===== src/rtl/param_bus_datapath.sv =====
// Single-bus CPU datapath. Holds the register file, PC/IR/Y/Z/HI/LO/MAR/MDR and a sequenced ALU.
// The ALU runs 1-cycle ops and iterative signed MUL/DIV under a start/busy/done handshake.
module param_bus_datapath #(
  parameter int WIDTH   = 32,
  parameter int NREGS   = 16,
  parameter bit R0_ZERO = 1'b1
) (
  input  logic             clk,
  input  logic             clr,
  input  logic [NREGS-1:0] reg_in,
  input  logic [NREGS-1:0] reg_out,
  input  logic             pc_in,
  input  logic             pc_out,
  input  logic             inc_pc,
  input  logic             ir_in,
  input  logic             y_in,
  input  logic             mar_in,
  input  logic             hi_in,
  input  logic             lo_in,
  input  logic             hi_out,
  input  logic             lo_out,
  input  logic             zhi_out,
  input  logic             zlo_out,
  input  logic             mdr_out,
  input  logic             inport_out,
  input  logic             c_out,
  input  logic             mdr_in,
  input  logic             read,
  input  logic [WIDTH-1:0] mdatain,
  input  logic [WIDTH-1:0] inport,
  input  logic [WIDTH-1:0] c_sext,
  input  logic [3:0]       alu_op,
  input  logic             alu_start,
  output logic             alu_busy,
  output logic             alu_done,
  output logic             div_zero,
  output logic             bus_conflict,
  output logic [WIDTH-1:0] bus,
  output logic [WIDTH-1:0] mar_q,
  output logic [WIDTH-1:0] ir_q,
  output logic [1:0]       alu_state
);

  localparam int SHW  = $clog2(WIDTH);
  localparam int NSRC = NREGS + 8;

  localparam logic [3:0] OP_ADD  = 4'd0;
  localparam logic [3:0] OP_SUB  = 4'd1;
  localparam logic [3:0] OP_AND  = 4'd2;
  localparam logic [3:0] OP_OR   = 4'd3;
  localparam logic [3:0] OP_NOT  = 4'd4;
  localparam logic [3:0] OP_NEG  = 4'd5;
  localparam logic [3:0] OP_SHL  = 4'd6;
  localparam logic [3:0] OP_SHR  = 4'd7;
  localparam logic [3:0] OP_SHRA = 4'd8;
  localparam logic [3:0] OP_ROL  = 4'd9;
  localparam logic [3:0] OP_ROR  = 4'd10;
  localparam logic [3:0] OP_MUL  = 4'd11;
  localparam logic [3:0] OP_DIV  = 4'd12;

  typedef enum logic [1:0] {
    ST_IDLE = 2'd0,
    ST_ITER = 2'd1,
    ST_FIX  = 2'd2
  } alu_state_t;

  logic [WIDTH-1:0] regs [NREGS];
  logic [WIDTH-1:0] pc, y, hi, lo, mdr, z_hi, z_lo;

  // ---------------- shared bus ----------------
  logic [NSRC-1:0]  drv_sel;
  logic [WIDTH-1:0] drv_val [NSRC];
  logic [WIDTH-1:0] bus_or;

  assign drv_sel = {c_out, inport_out, mdr_out, zlo_out, zhi_out, lo_out, hi_out, pc_out, reg_out};

  always_comb begin
    for (int i = 0; i < NREGS; i++) begin
      drv_val[i] = (R0_ZERO && i == 0) ? '0 : regs[i];
    end
    drv_val[NREGS]     = pc;
    drv_val[NREGS + 1] = hi;
    drv_val[NREGS + 2] = lo;
    drv_val[NREGS + 3] = z_hi;
    drv_val[NREGS + 4] = z_lo;
    drv_val[NREGS + 5] = mdr;
    drv_val[NREGS + 6] = inport;
    drv_val[NREGS + 7] = c_sext;
  end

  always_comb begin
    bus_or = '0;
    for (int i = 0; i < NSRC; i++) begin
      if (drv_sel[i]) bus_or = bus_or | drv_val[i];
    end
  end

  // Clearing the lowest set bit leaves something only if two or more selects are active.
  assign bus_conflict = |(drv_sel & (drv_sel - NSRC'(1)));
  assign bus          = bus_conflict ? '0 : bus_or;

  // ---------------- bus loads ----------------
  always_ff @(posedge clk or negedge clr) begin
    if (!clr) begin
      for (int i = 0; i < NREGS; i++) regs[i] <= '0;
      pc    <= '0;
      ir_q  <= '0;
      y     <= '0;
      mar_q <= '0;
      hi    <= '0;
      lo    <= '0;
      mdr   <= '0;
    end else begin
      for (int i = 0; i < NREGS; i++) begin
        if (reg_in[i] && !(R0_ZERO && i == 0)) regs[i] <= bus;
      end
      if (pc_in)       pc <= bus;
      else if (inc_pc) pc <= pc + WIDTH'(1);
      if (ir_in)  ir_q  <= bus;
      if (y_in)   y     <= bus;
      if (mar_in) mar_q <= bus;
      if (hi_in)  hi    <= bus;
      if (lo_in)  lo    <= bus;
      if (mdr_in) mdr   <= read ? mdatain : bus;
    end
  end

  // ---------------- single-cycle ALU ----------------
  logic [SHW-1:0]     shamt;
  logic [2*WIDTH-1:0] rot_l, rot_r;
  logic [WIDTH-1:0]   simple_res;

  assign shamt = bus[SHW-1:0];

  // NOT and NEG are unary on B (the bus), so they need no Y load.
  always_comb begin
    rot_l      = {y, y} << shamt;
    rot_r      = {y, y} >> shamt;
    simple_res = '0;
    case (alu_op)
      OP_ADD:  simple_res = y + bus;
      OP_SUB:  simple_res = y - bus;
      OP_AND:  simple_res = y & bus;
      OP_OR:   simple_res = y | bus;
      OP_NOT:  simple_res = ~bus;
      OP_NEG:  simple_res = '0 - bus;
      OP_SHL:  simple_res = y << shamt;
      OP_SHR:  simple_res = y >> shamt;
      OP_SHRA: simple_res = WIDTH'($signed(y) >>> shamt);
      OP_ROL:  simple_res = rot_l[2*WIDTH-1:WIDTH];
      OP_ROR:  simple_res = rot_r[WIDTH-1:0];
      default: simple_res = '0;
    endcase
  end

  // ---------------- iterative MUL/DIV ----------------
  alu_state_t       state;
  logic             op_div, neg_res, neg_rem;
  logic [SHW-1:0]   cnt;
  logic [WIDTH-1:0] mag, p_hi, p_lo;
  logic             a_neg, b_neg;
  logic [WIDTH-1:0] a_mag, b_mag;
  logic [WIDTH:0]   mul_sum, div_shift, div_trial;
  logic             div_ge;
  logic [2*WIDTH-1:0] fix_prod;
  logic [WIDTH-1:0] fix_quo, fix_rem;

  assign a_neg = y[WIDTH-1];
  assign b_neg = bus[WIDTH-1];
  assign a_mag = a_neg ? '0 - y : y;
  assign b_mag = b_neg ? '0 - bus : bus;

  // MUL: {p_hi,p_lo} is the shift-add product register, multiplier starting in p_lo.
  // DIV: p_hi is the partial remainder, p_lo shifts the dividend out and the quotient in.
  assign mul_sum   = {1'b0, p_hi} + (p_lo[0] ? {1'b0, mag} : '0);
  assign div_shift = {p_hi, p_lo[WIDTH-1]};
  assign div_trial = div_shift - {1'b0, mag};
  assign div_ge    = ~div_trial[WIDTH];

  assign fix_prod = neg_res ? '0 - {p_hi, p_lo} : {p_hi, p_lo};
  assign fix_quo  = neg_res ? '0 - p_lo : p_lo;
  assign fix_rem  = neg_rem ? '0 - p_hi : p_hi;

  assign alu_state = state;

  // Handshake: alu_start is sampled only in IDLE (ignored while alu_busy); operands are captured
  // at that edge. alu_done is a one-cycle pulse in the cycle after Z is written, with busy already low.
  always_ff @(posedge clk or negedge clr) begin
    if (!clr) begin
      state    <= ST_IDLE;
      alu_busy <= 1'b0;
      alu_done <= 1'b0;
      div_zero <= 1'b0;
      z_hi     <= '0;
      z_lo     <= '0;
      op_div   <= 1'b0;
      neg_res  <= 1'b0;
      neg_rem  <= 1'b0;
      cnt      <= '0;
      mag      <= '0;
      p_hi     <= '0;
      p_lo     <= '0;
    end else begin
      alu_done <= 1'b0;
      case (state)
        ST_IDLE: begin
          if (alu_start) begin
            div_zero <= 1'b0;
            if (alu_op == OP_MUL) begin
              op_div   <= 1'b0;
              p_hi     <= '0;
              p_lo     <= b_mag;
              mag      <= a_mag;
              neg_res  <= a_neg ^ b_neg;
              cnt      <= '0;
              alu_busy <= 1'b1;
              state    <= ST_ITER;
            end else if (alu_op == OP_DIV) begin
              if (bus == '0) begin
                z_lo     <= '0;
                z_hi     <= y;
                div_zero <= 1'b1;
                alu_done <= 1'b1;
              end else begin
                op_div   <= 1'b1;
                p_hi     <= '0;
                p_lo     <= a_mag;
                mag      <= b_mag;
                neg_res  <= a_neg ^ b_neg;
                neg_rem  <= a_neg;
                cnt      <= '0;
                alu_busy <= 1'b1;
                state    <= ST_ITER;
              end
            end else begin
              if (alu_op <= OP_ROR) begin
                z_lo <= simple_res;
                z_hi <= '0;
              end
              alu_done <= 1'b1;
            end
          end
        end
        ST_ITER: begin
          if (op_div) begin
            p_hi <= div_ge ? div_trial[WIDTH-1:0] : div_shift[WIDTH-1:0];
            p_lo <= {p_lo[WIDTH-2:0], div_ge};
          end else begin
            {p_hi, p_lo} <= {mul_sum, p_lo[WIDTH-1:1]};
          end
          cnt <= cnt + SHW'(1);
          if (&cnt) state <= ST_FIX;
        end
        ST_FIX: begin
          if (op_div) begin
            z_lo <= fix_quo;
            z_hi <= fix_rem;
          end else begin
            {z_hi, z_lo} <= fix_prod;
          end
          alu_done <= 1'b1;
          alu_busy <= 1'b0;
          state    <= ST_IDLE;
        end
        default: begin
          alu_busy <= 1'b0;
          state    <= ST_IDLE;
        end
      endcase
    end
  end

endmodule


===== config.mk =====
export PLATFORM = sky130hd
export DESIGN_NAME = param_bus_datapath
export DESIGN_NICKNAME = d
export VERILOG_FILES = /design/src/rtl/param_bus_datapath.sv
export SDC_FILE = /design/constraint.sdc
export NUM_CORES = 2
export LEC_CHECK = 0
export BUFFER_PORTS_ARGS = -buffer_cell sky130_fd_sc_hd__buf_4
export CAP_MARGIN = 20
export CORE_MARGIN = 2
export CORE_UTILIZATION = 51
export CTS_CLUSTER_DIAMETER = 200
export DETAILED_ROUTE_END_ITERATION = 6
export PLACE_DENSITY = 0.68
export SLEW_MARGIN = 0
export SYNTH_ARGS = -nofsm -noshare
export SYNTH_HDL_FRONTEND = slang
export SYNTH_SLANG_ARGS = --single-unit

===== constraint.sdc =====
create_clock -name clk -period 18.3 [get_ports clk]
set_input_delay 0.915 -clock clk [delete_from_list [all_inputs] [get_ports clk]]
set_output_delay 0.915 -clock clk [all_outputs]
set_load 0.05 [all_outputs]

==> run metrics <==
area delta synth->final=10.8%; layout cells sized above 1=0.227; Resized cells post-CTS=0; Placer Congestion=1.13; R2R setup slack=10.03 ns; Arr. time, crit path=9.49 ns; vias in the first global route=52400; number of flops mapped to enable cells by yosys=0; post-DR wirelength/cell=approximately 36 um; 1st-iter DRT viols=about 8500; Residual DRC=5; TritonRoute pass-1 iters=7; failing checks=DRC; element type at the critical path start=primary input; H-tree Lvls=3; CTS hold repair buffers=0; commonest non-fill, non-tap cell in the layout=dfrtp_1; worst hold path class=primary input to async pin; Worst setup EP type=flip-flop; largest net degree at the start of global routing=about 160; Starting Density=0.512; min Tclk post-route=8.90 ns; die area=0.114 mm^2; Die Ht=337 um; part of the Yosys area used for sequential elements=0.388; reg2reg start=pc[0]; vias per cell=7.34; # rows=roughly 120; Clock Sinks=877; Synth Area in Simple Gates=0.135; CTS root buffer=clkbuf_16; Post-Synthesis Net Count=6254; mux contribution to synthesized area=0.143; Critical Path RT=approximately 19 ns; synth warn=0; chip width=approximately 340 um; Worst-path clk slew=around 0.060 ns; largest family of logic cells by synthesized area=compound AO/OA/AOI/OAI gates; xor-xnor portion of the synthesized cell area=0.0389; Worst Path Class, Setup=primary input to flip-flop; RSZ-0062 raised after global routing=no; post-DP HPWL=182000 um; Core ar.=0.110 mm^2; Worst-Margin Slew=1.44 ns; compound-gate portion of the synthesized area=0.218; f_max=112 MHz; outcome=finished, violations left; global route overflow=0; FF-to-FF path depth=21; Final Skew=0.0802 ns; initial antenna violation count=20; Cells after Synth=5984; CTS Buf Count=97; Total GRT Usage=0.472; final setup fails=0; cell area after synthesis=around 0.057 mm^2; Final Worst Setup Slack=9.40 ns; Max Cap Viol=0; Final Slew Violations=0; nets=6204; Synth Area in Adders=0.0267; distinct cell type count after synthesis=111; commonest cells after routing, fill and taps aside=dfrtp_1 (876), mux2_2 (653), nand2_1 (476); CTS tree=yes; CP Max Fanout=37; Leak Pwr=28.0 nW; Port-buffer cells=252; Critical Path Source=hi_out; DRT Wirelength=approximately 270000 um; Synth async-reset ratio=1.00; clock buffer depth=3; Hold Vio Cnt, Final=0; Yosys reg bits=877; Pwr Density=approximately 110 mW/mm^2; pre-CTS setup slack=9.04 ns; first-pass GRT wire length=slightly below 400000 um; syn avg cell area=9.45 um^2; Routed Antenna Nets=0; postcts setup bufs=0; I/O Pins=254; total negative slack=0 ns; ys flop type=dfrtp_1; DR vias=55100; fin crit share=0.486; CP Capture Point=z_lo[31]; VDD IR max=around 0.000083 V; worst skew pair latency=0.75 ns; worst r2r dst=z_lo[31]; Max-slew headroom=0.0424
[how the worst min path moves through the flow]
stage / start / to / slack (ns) / cells past startpoint
4_1_cts: clr / z_lo[8] / 0.23 / 1
3_5_place_dp: z_lo[1] / z_lo[1] / 0.47 / 2
6_report: clr / p_lo[6] / 0.18 / 1
2_1_floorplan: cnt[4] / cnt[4] / 0.44 / 2
3_3_place_gp: cnt[4] / cnt[4] / 0.46 / 2
5_1_grt: clr / p_lo[6] / 0.24 / 1
[per-layer routing]
metal,GRT usage,share of wire
met4,0.305,0.079
met1,0.606,0.38
met3,0.174,0.13
met2,0.665,0.41
met5,0.0132,0.0012
[cell families after synthesis]
| group | count (synthesis) |
|---|---|
| AOI/OAI and AO/OA | 1766 |
| muxes | 724 |
| DFF | 877 |
| xor gates and xnor gates | 251 |
| adders and majority gates | 119 |
| buffers and inverters | 667 |
| and+or+nand+nor | 1580 |
[per-stage QoR]
stage                     instances  instance area (um^2)  hold WS [ns]   util  power, W
after detailed placement       7313                 59300         0.473  0.537   0.00493
after floorplan                5984                 56500         0.445      -   0.00403
after global routing           7495                 62600         0.242  0.568   0.00734
after CTS                      7485                 62500         0.233  0.566   0.00695
final                          7505                 62700         0.183  0.568   0.00709
after global placement         7311                 59300         0.463  0.537   0.00488
[state kept, by name, indices dropped and copies added (netlist names), 32 cells and up]
name and flops:
drv_val 480, hi 32, ir_q 32, lo 32
mag 32, mar_q 32, mdr 32, p_hi 32
p_lo 32, pc 32, y 32, z_hi 32
z_lo 32
[critical path, cell delays in order]
cell	delay [ns]
buf_4	0.33
or4_4	0.65
o31ai_2	0.19
o2111ai_1	0.16
nand3b_4	0.46
nor3_4	0.32
clkinv_2	0.42
buf_4	0.44
a21oi_2	0.71
buf_4	0.36
nor3_1	0.16
nor2_1	0.20
xnor2_1	0.10
ha_1	0.44
and3_1	0.21
nand2_1	0.08
a2111oi_0	0.48
nor2b_1	0.33
and3_1	0.26
nor4_1	0.65
a21oi_1	0.25
o31ai_1	0.58
mux2i_1	0.26
nand4_1	0.11
a221o_1	0.35
[report_power, final]
part	switching [W]	internal, W
clock	0.000885	0.00114
combinational	0.00170	0.000914
sequential	0.000317	0.00213
total	0.00290	0.00419
[layout make-up]
type / count / area (um^2)
Antenna cell: 10 / 25.0
Fill cell: 9732 / 47700
Sequential cell: 877 / 21900
Clock buffer: 136 / 2730
Multi-Input combinational cell: 4440 / 32000
Inverter: 104 / 397
Timing Repair Buffer: 414 / 3180
Tap cell: 1488 / 1860
Clock inverter: 36 / 493
[synthesized netlist by cell type, types with 15 or more instances]
library cell    n  area [um^2]
o21a_1         17          128
o21ai_0       270         1350
a211oi_1       58          435
a222oi_1       51          510
inv_1          93          349
nand2b_1       33          206
o41ai_1        18          158
o2111ai_1      26          228
o221ai_1       30          263
and3_1         33          206
nor4_1         61          382
buf_1          69          259
nor3_1        110          551
a32oi_1        17          149
and2_1         17          106
a22oi_1       311         2330
o22ai_1        72          450
buf_6          17          191
a41oi_1        17          149
and4_1         17          149
xor2_1        114          998
a21oi_1       338         1690
a221oi_1       74          648
a221o_1        15          150
buf_2         116          581
nor2_1        463         1740
mux2i_1        71          711
a2111oi_0      21          184
a31oi_1        93          582
o211ai_1       58          435
a22o_1         34          298
clkbuf_1      347         1300
nor2b_1        21          131
or3_1          37          231
mux2_2        653         7350
a21o_1         30          225
nand2_1       479         1800
o31ai_1        64          480
nand3_1       113          566
xnor2_1       137         1200
dfrtp_1       877        21900
or4_1          20          150
ha_1          115         1440
nand4_1        91          569
(Power assumes the default switching activity.)
